$ cat src/rtl/onehot_decoder_seq_pkg.sv
// Shared constants for the one-hot encoder/decoder pair: state encoding and
// code/output widths, plus the decoder FSM state type.
package onehot_decoder_seq_pkg;

  localparam logic [1:0] ST_IDLE = 2'd0;
  localparam logic [1:0] ST_HOLD = 2'd1;
  localparam logic [1:0] ST_GAP  = 2'd2;

  localparam int CODE_W   = 3;
  localparam int ONEHOT_W = 8;

  typedef enum logic [1:0] {
    S_IDLE = ST_IDLE,
    S_HOLD = ST_HOLD,
    S_GAP  = ST_GAP
  } state_e;

endpackage

$ cat src/rtl/onehot_decoder_seq_if.sv
// Decoder bus: code handshake from the upstream (master) and the decoded
// one-hot/status outputs back from the decoder (slave).
interface onehot_decoder_seq_if
  import onehot_decoder_seq_pkg::*;
#(
  parameter int CNT_W = 8
);

  // Handshake: a code transfers on a rising edge where code_valid && code_ready.
  // code_ready never looks at code_valid; the upstream holds code/code_valid
  // stable until the transfer happens, nothing is queued.
  logic                sel;
  logic                code_valid;
  logic [CODE_W-1:0]   code;
  logic                code_ready;
  logic [ONEHOT_W-1:0] y;
  logic                busy;
  logic [CNT_W-1:0]    dec_count;
  state_e              dbg_state;

  modport master (
    output sel, code_valid, code,
    input  code_ready, y, busy, dec_count, dbg_state
  );

  modport slave (
    input  sel, code_valid, code,
    output code_ready, y, busy, dec_count, dbg_state
  );

endinterface

$ cat src/rtl/onehot_decoder_seq_sat_counter.sv
// Saturating event counter: counts up on inc and sticks at all-ones.
module sat_counter #(
  parameter int CNT_W = 8
) (
  input  logic             clk,
  input  logic             rst_n,
  input  logic             inc,
  output logic [CNT_W-1:0] count
);

  logic [CNT_W-1:0] count_q;
  logic [CNT_W-1:0] count_d;

  always_comb begin
    count_d = count_q;
    if (inc && (count_q != '1)) begin
      count_d = count_q + 1'b1;
    end
  end

  always_ff @(posedge clk or negedge rst_n) begin
    if (!rst_n) begin
      count_q <= '0;
    end else begin
      count_q <= count_d;
    end
  end

  assign count = count_q;

endmodule

$ cat src/rtl/onehot_decoder_seq.sv
// Sequential 3-to-8 decoder: drives y[code] for HOLD_CYCLES, then forces a
// GAP_CYCLES idle gap before the next code is accepted.
module onehot_decoder_seq
  import onehot_decoder_seq_pkg::*;
#(
  parameter int HOLD_CYCLES = 4,
  parameter int GAP_CYCLES  = 1,
  parameter int CNT_W       = 8
) (
  input  logic                clk,
  input  logic                rst_n,
  onehot_decoder_seq_if.slave bus
);

  localparam logic [7:0] HOLD_LOAD = 8'(HOLD_CYCLES - 1);
  localparam logic [7:0] GAP_LOAD  = (GAP_CYCLES > 0) ? 8'(GAP_CYCLES - 1) : 8'd0;
  localparam logic [ONEHOT_W-1:0] ONE = {{(ONEHOT_W-1){1'b0}}, 1'b1};

  state_e              state_q, state_d;
  logic [7:0]          cnt_q, cnt_d;
  logic [ONEHOT_W-1:0] y_q, y_d;
  logic                busy_q, busy_d;
  logic                code_ready;
  logic                accept;

  assign code_ready = (state_q == S_IDLE) && bus.sel;
  assign accept     = bus.code_valid && code_ready;

  always_comb begin
    state_d = state_q;
    cnt_d   = cnt_q;
    y_d     = y_q;
    busy_d  = busy_q;
    unique case (state_q)
      S_IDLE: begin
        y_d    = '0;
        busy_d = 1'b0;
        if (accept) begin
          y_d     = ONE << bus.code;
          busy_d  = 1'b1;
          cnt_d   = HOLD_LOAD;
          state_d = S_HOLD;
        end
      end
      S_HOLD: begin
        // Dropping sel abandons the rest of the pulse immediately.
        if (!bus.sel) begin
          y_d     = '0;
          busy_d  = 1'b0;
          cnt_d   = 8'd0;
          state_d = S_IDLE;
        end else if (cnt_q == 8'd0) begin
          y_d = '0;
          if (GAP_CYCLES > 0) begin
            cnt_d   = GAP_LOAD;
            state_d = S_GAP;
          end else begin
            busy_d  = 1'b0;
            state_d = S_IDLE;
          end
        end else begin
          cnt_d = cnt_q - 8'd1;
        end
      end
      S_GAP: begin
        y_d = '0;
        if (!bus.sel || (cnt_q == 8'd0)) begin
          busy_d  = 1'b0;
          cnt_d   = 8'd0;
          state_d = S_IDLE;
        end else begin
          cnt_d = cnt_q - 8'd1;
        end
      end
      default: begin
        y_d     = '0;
        busy_d  = 1'b0;
        cnt_d   = 8'd0;
        state_d = S_IDLE;
      end
    endcase
  end

  always_ff @(posedge clk or negedge rst_n) begin
    if (!rst_n) begin
      state_q <= S_IDLE;
      cnt_q   <= 8'd0;
      y_q     <= '0;
      busy_q  <= 1'b0;
    end else begin
      state_q <= state_d;
      cnt_q   <= cnt_d;
      y_q     <= y_d;
      busy_q  <= busy_d;
    end
  end

  sat_counter #(.CNT_W(CNT_W)) u_dec_cnt (
    .clk   (clk),
    .rst_n (rst_n),
    .inc   (accept),
    .count (bus.dec_count)
  );

  assign bus.code_ready = code_ready;
  assign bus.y          = y_q;
  assign bus.busy       = busy_q;
  assign bus.dbg_state  = state_q;

endmodule

$ cat src/flat_wrapper.sv
// flat-port wrapper written by rule: the top's interface ports become plain ports
module onehot_decoder_seq_flat import onehot_decoder_seq_pkg::*;
#(
  parameter int HOLD_CYCLES = 4,
  parameter int GAP_CYCLES  = 1,
  parameter int CNT_W       = 8
)
  (clk, rst_n, bus_sel, bus_code_valid, bus_code, bus_code_ready, bus_y, bus_busy, bus_dec_count, bus_dbg_state);
  onehot_decoder_seq_if #(.CNT_W(CNT_W)) bus_i ();
  input  logic clk;
  input  logic rst_n;
  input wire logic [$bits(bus_i.sel)-1:0] bus_sel;
  input wire logic [$bits(bus_i.code_valid)-1:0] bus_code_valid;
  input wire logic [$bits(bus_i.code)-1:0] bus_code;
  output wire logic [$bits(bus_i.code_ready)-1:0] bus_code_ready;
  output wire logic [$bits(bus_i.y)-1:0] bus_y;
  output wire logic [$bits(bus_i.busy)-1:0] bus_busy;
  output wire logic [$bits(bus_i.dec_count)-1:0] bus_dec_count;
  output wire logic [$bits(bus_i.dbg_state)-1:0] bus_dbg_state;
  assign bus_i.sel = bus_sel;
  assign bus_i.code_valid = bus_code_valid;
  assign bus_i.code = bus_code;
  assign bus_code_ready = bus_i.code_ready;
  assign bus_y = bus_i.y;
  assign bus_busy = bus_i.busy;
  assign bus_dec_count = bus_i.dec_count;
  assign bus_dbg_state = bus_i.dbg_state;
  onehot_decoder_seq #(.HOLD_CYCLES(HOLD_CYCLES), .GAP_CYCLES(GAP_CYCLES), .CNT_W(CNT_W)) u_core (.clk(clk), .rst_n(rst_n), .bus(bus_i));
endmodule
$ cat config.mk
export PLATFORM = sky130hd
export DESIGN_NAME = onehot_decoder_seq_flat
export DESIGN_NICKNAME = d
export VERILOG_FILES = /design/src/rtl/onehot_decoder_seq_pkg.sv /design/src/rtl/onehot_decoder_seq_if.sv /design/src/rtl/onehot_decoder_seq_sat_counter.sv /design/src/rtl/onehot_decoder_seq.sv /design/src/flat_wrapper.sv
export SDC_FILE = /design/constraint.sdc
export NUM_CORES = 1
export LEC_CHECK = 0
export ABC_AREA = 1
export BUFFER_PORTS_ARGS = -buffer_cell sky130_fd_sc_hd__buf_4
export CORE_MARGIN = 3
export CORE_UTILIZATION = 43
export CTS_BUF_LIST = sky130_fd_sc_hd__clkbuf_8
export DETAILED_ROUTE_END_ITERATION = 10
export PLACE_DENSITY = 0.68
export SLEW_MARGIN = 5
export SYNTH_ARGS = -nofsm -noshare
export SYNTH_HDL_FRONTEND = slang
export SYNTH_SLANG_ARGS = --single-unit
$ cat constraint.sdc
create_clock -name clk -period 1.62 [get_ports clk]
set_input_delay 0.162 -clock clk [delete_from_list [all_inputs] [get_ports clk]]
set_output_delay 0.162 -clock clk [all_outputs]
set_load 0.01 [all_outputs]
After elaboration in Yosys (flattened, before gate mapping)
Cells that the tools add are included.
{"block": "word_totals", "elab_cells": 42, "out_inout_bits": 20, "ff_bits": 27, "in_bits": 7}
{"block": "classes", "eq_ne": 7, "reduce_logical": 9, "muxes": 18, "addsub": 2, "n_shift": 1}
{"cell": "two-way mux 8 bit", "count": 7}
{"cell": "case mux 8 bit (3 select lines)", "count": 1}
{"cell": "case mux 8 bit (2 select lines)", "count": 1}
{"cell": "adder 8 x 1 -> 8 bit, second input constant", "count": 1}
{"cell": "zero test 8 bit", "count": 1}
{"cell": "two-way mux 2 bit", "count": 4}
{"cell": "inequality test 8 bit, second input constant", "count": 1}
{"cell": "<< shifter 1 x 3 -> 8 bit, first input constant", "count": 1}
{"cell": "subtractor 8 x 1 -> 8 bit, second input constant", "count": 1}
{"cell": "case mux 2 bit (3 select lines)", "count": 1}
{"cell": "inequality test 2 bit, second input constant", "count": 2}
{"cell": "logical AND 1 bit", "count": 3}
{"cell": "two-way mux 1 bit", "count": 3}
{"cell": "inequality test 3 x 2 -> 1 bit, second input constant", "count": 1}
{"cell": "case mux 1 bit (3 select lines)", "count": 1}
{"cell": "AND reduction 3 bit", "count": 1}
{"cell": "== test 2 x 1 -> 1 bit, second input constant", "count": 1}
{"cell": "== test 2 bit, second input constant", "count": 1}
{"cell": "zero test 2 bit", "count": 1}
{"cell": "inequality test 2 x 1 -> 1 bit, second input constant", "count": 1}
{"cell": "AND reduction 2 bit", "count": 1}
{"cell": "zero test 1 bit", "count": 1}
{"cell": "logical OR 1 bit", "count": 1}

Logic depth before layout (Yosys ltp)
{"block": "depth", "depth_word": 5, "depth_mapped": 9, "ltp_nobuf": 9}

By module
A second synthesis with hierarchy kept.
{"block": "unflattened", "hier_cells": 198, "hier_area_um2": 1508.9}
{"mod": "onehot_decoder_seq", "seq_area_each_um2": 475.5, "area_per_inst_um2": 1026.0, "cells_each": 135, "instances": 1}
{"mod": "sat_counter", "seq_area_each_um2": 200.2, "area_per_inst_um2": 483.0, "cells_each": 63, "instances": 1}

Worst setup path after synthesis
OpenSTA, ideal clock, no wires.
{"block": "synth_timing", "path_kind": "flip-flop to flip-flop", "start": "register u_core.u_dec_cnt.count_q[0], in the netlist u_core.u_dec_cnt.count[0]", "end": "register u_core.u_dec_cnt.count_q[5], in the netlist u_core.u_dec_cnt.count[5]", "synth_period_minus_slack_ns": 1.381, "n_path_buf": 1, "setup_ns": 0.121, "arrival_ns": 1.260, "setup_slack_ns": 0.239, "required_time_ns": 1.499, "path_stages_with_launch": 8, "cell_sequence": "dfrtp_1 ha_1 nand3_1 nor2_1 nand3_1 nand2_2 buf_6 o21ai_1"}
{"block": "synth_via", "elab_chain_len": 2, "elab_cells_between_ends": 3, "cone_classes": "1 x add/sub; 1 x eq/ne; 1 x reduce/logical"}
{"item": "start: declaration", "line": "onehot_decoder_seq_sat_counter.sv:11", "source": "logic [CNT_W-1:0] count_q;"}
{"item": "start signal: assignment", "line": "onehot_decoder_seq_sat_counter.sv:25", "source": "count_q <= count_d;"}
{"item": "branches (longest 2 deep; another with adder 8 x 1 -> 8 bit)"}
Several ways; the timed one is not identified.
A chain may end at the register's enable or synchronous reset.

Worst setup path after layout
{"block": "layout_timing", "start": "register u_core.u_dec_cnt.count_q[0], in the netlist u_core.u_dec_cnt.count[0]", "end": "register u_core.u_dec_cnt.count_q[7], in the netlist u_core.u_dec_cnt.count[7]"}
Same word-level chain as after synthesis.

==> results.sh <==
export IMPL_run_status="finished clean"
export IMPL_drt_pre_antenna_iters=5
export IMPL_power_leakage_nw=0.9076
export IMPL_die_height_um=63.44
export IMPL_worst_endpoint_required_ns=1.79
export IMPL_cp_cell_sequence="ha_1, nand3_1, nor2_2, nand3_2, nand2_4, inv_1, nand2_1, nand2_1"
export IMPL_antenna_violating_nets_post_route=0
export IMPL_peak_per_stage_delay_on_the_critical_path_ns=0.41
export IMPL_met2_wl_post_dr_um=1458
export IMPL_holdCritPathClass="input port to flop"
export IMPL_fin_crit_ns=1.504
export IMPL_mostFrequentLayoutCells="sky130_fd_sc_hd__nand2_1, sky130_fd_sc_hd__buf_4, sky130_fd_sc_hd__inv_1, sky130_fd_sc_hd__dfrtp_1, sky130_fd_sc_hd__nor2_1"
export IMPL_antenna_cells=0
export IMPL_path_clk_slew_ns=0.09
export IMPL_power_ir_vdd_worst_mv=0.7023
export IMPL_syn_to_final_growth_pct=23.10
export IMPL_netlist_area_leader_share=0.4762
export IMPL_clock_insertion_delay_worst_skew_ns=0.27
export IMPL_nFillCells=307
export IMPL_synthesis_area_um2=1419
export IMPL_syn_num_nets=187
export IMPL_met1Wirelength_um=1297
export IMPL_cell_count_post_placement=244
export IMPL_timing_worst_slew_pin_value_ns=0.3422
export IMPL_detail_route_drc_violations=0
export IMPL_place_gp_congestion=0.7954
export IMPL_wl_per_cell_um=11.57
export IMPL_timing_max_transition_violations_final=0
export IMPL_synth_largest_area_cell="sky130_fd_sc_hd__dfrtp_1"
export IMPL_netlist_cell_type_count=20
export IMPL_dr_first_iter_drc_count=79
export IMPL_num_vias=1209
export IMPL_setup_tns_final_ns=0
export IMPL_finalWirelength_um=2928
export IMPL_cts_tree="built"
export IMPL_syn_area_per_cell_um2=8.016
export IMPL_grtUsageTotal=0.1519
export IMPL_path_class="flop to flop"
export IMPL_fmax_ghz=0.6647
export IMPL_ctsLongestPathBuffers=2
export IMPL_arrival_ns=1.68
export IMPL_hold_viol_final=0
export IMPL_grt_pass1_wl_um=4947
export IMPL_grt_overflow=0
export IMPL_cts_htree_levels=1
export IMPL_antenna_violations_before_repair=0
export IMPL_path_buf_inv=1
export IMPL_cts_buffers=3
export IMPL_final_core_utilization=0.5629
export IMPL_critPathLaunchType="flop"
export IMPL_synth_top_cells_by_area="sky130_fd_sc_hd__dfrtp_1, sky130_fd_sc_hd__nand2_1, sky130_fd_sc_hd__inv_1"
export IMPL_detailedPlace_worstSlack_ns=0.03922
export IMPL_layout_drive_gt1_share=0.2105
export IMPL_worst_slack_ns=0.1157
export IMPL_critical_path_top_cell_by_count="sky130_fd_sc_hd__nand2_1"
export IMPL_cell_family_with_most_cp_delay="simple AND/OR/NAND/NOR gates"
export IMPL_timing_reg2reg_worst_path_depth=8
export IMPL_rsz0062_at_grt="false"
export IMPL_numClockSinks=27
export IMPL_layout_cells_most_common="sky130_fd_sc_hd__nand2_1"
export IMPL_post_synth_inst_count=177
export IMPL_site_rows=20
export IMPL_floorplan_core_area_um2=3103
export IMPL_start_util=0.4573
export IMPL_path_depth=8
export IMPL_critPathMaxFanout=7
export IMPL_cts_root_buf="sky130_fd_sc_hd__clkbuf_8"
export IMPL_ys_ff_latch=27
export IMPL_total_power_mw=2.428
export IMPL_drt_vias_per_instance=4.779
export IMPL_chipWidth_um=63.44
export IMPL_route_met3_wl_um=126
export IMPL_finalSetupViolCount=0
export IMPL_num_nets_final=220
export IMPL_max_cap_violations=0
export IMPL_floorplan_die_area_um2=4025
export IMPL_worst_case_headroom_to_the_max_slew_limit=0.7719
export IMPL_boundaryPins=27
export IMPL_synth_seq_area_share=0.4762
export IMPL_dr_max_layer_used="met4"
export IMPL_grt_max_degree=28
export IMPL_min_path_cells=3
export IMPL_timing_clock_skew_ns=0.003020
export IMPL_synth_warnings=0
export IMPL_power_density_nw_per_um2=1390
export IMPL_final_cell_count_no_fill=253
export IMPL_io_buffer_count=26
export IMPL_cp_end_kind="flop"
export IMPL_first_global_vias=1169
export IMPL_detailedPlacementHpwl_um=2053
export IMPL_critical_path_slowest_cell="sky130_fd_sc_hd__dfrtp_1"
export IMPL_final_min_period_over_clock_period=0.9286
Yosys cell counts, drive strengths merged:
master   n
inv     28
nand2   49
nor3     1
xnor2    5
xor2     4
clkinv   1
nand3b   1
nand4   12
buf      3
nor2    18
o21ai   13
dfrtp   27
ha       3
nand3   12
power by group:
group	leakage [nW]	switching, mW	internal [mW]
logic	0.521	0.633	0.436
clock network	0.0255	0.209	0.172
registers	0.361	0.143	0.834
total	0.908	0.985	1.44
worst paths after layout:
check / slack, ns / startpoint / end
setup / recovery: 0.12 / u_core.u_dec_cnt.count[0] / u_core.u_dec_cnt.count[7]
hold / removal: 0.18 / bus_code_valid / u_core.bus.busy
setup reg to reg: 0.12 / u_core.u_dec_cnt.count[0] / u_core.u_dec_cnt.count[7]
hold reg to reg: 0.48 / u_core.bus.busy / u_core.bus.busy
max in group asynchronous: 1.04 / rst_n / u_core.cnt_q[4]
min in group asynchronous: 0.32 / rst_n / u_core.cnt_q[7]
metrics by stage:
stage | area [µm²] | hold WS [ns]
6_report | 1747 | 0.1843
5_1_grt | 1747 | 0.1772
4_1_cts | 1698 | 0.1820
3_5_place_dp | 1642 | 0.09461
3_3_place_gp | 1642 | 0.09197
2_1_floorplan | 1419 | -0.1336
state kept, by name, summed over array words and instances, names as in the netlist:
signal	count
u_core.bus.y	8
u_core.bus.busy	1
u_core.u_dec_cnt.count	8
u_core.cnt_q	8
u_core.bus.dbg_state	2
routing by layer:
metal | global-route usage | up-vias
li1 | - | 622
met1 | 0.1905 | 556
met2 | 0.2581 | 26
met3 | 0.02852 | 5
met4 | 0.05660 | 0
met5 | 0 | -
logic make-up after synthesis:
group,share of synthesized area
XOR/XNOR,0.05555
AND/OR/NAND/NOR,0.2989
AO/OA/AOI/OAI,0.04585
adder cells (fa/ha/maj),0.02646
buffers and inverters,0.09699
flip-flops,0.4762
repair_timing:
item | 4_1_cts | 5_1_grt
hold buffers | 1 | 0
resized for setup | 0 | 5
setup buffers | 0 | 3
setup endpoints to repair | 0 | 21
hold endpoints to repair | 27 | 0
cell type report:
cell class	instances	area, µm²	share of cell area
inverters	29	110.1	0.06304
clock inverters	1	5.005	0.002865
clock buffers	3	41.29	0.02364
multi-input cells	119	631.9	0.3617
flip-flops and latches	27	675.6	0.3868
well taps	44	55.05	0.03152
repair buffers	30	227.7	0.1304
worst register-to-register path: stages (launching register included):
cell and delay (ns):
sky130_fd_sc_hd__dfrtp_1 0.41, sky130_fd_sc_hd__ha_1 0.21, sky130_fd_sc_hd__nand3_1 0.14, sky130_fd_sc_hd__nor2_2 0.17, sky130_fd_sc_hd__nand3_2 0.15, sky130_fd_sc_hd__nand2_4 0.14
sky130_fd_sc_hd__inv_1 0.07, sky130_fd_sc_hd__nand2_1 0.06, sky130_fd_sc_hd__nand2_1 0.04
No activity file was read; power rests on OpenSTA's default activity.
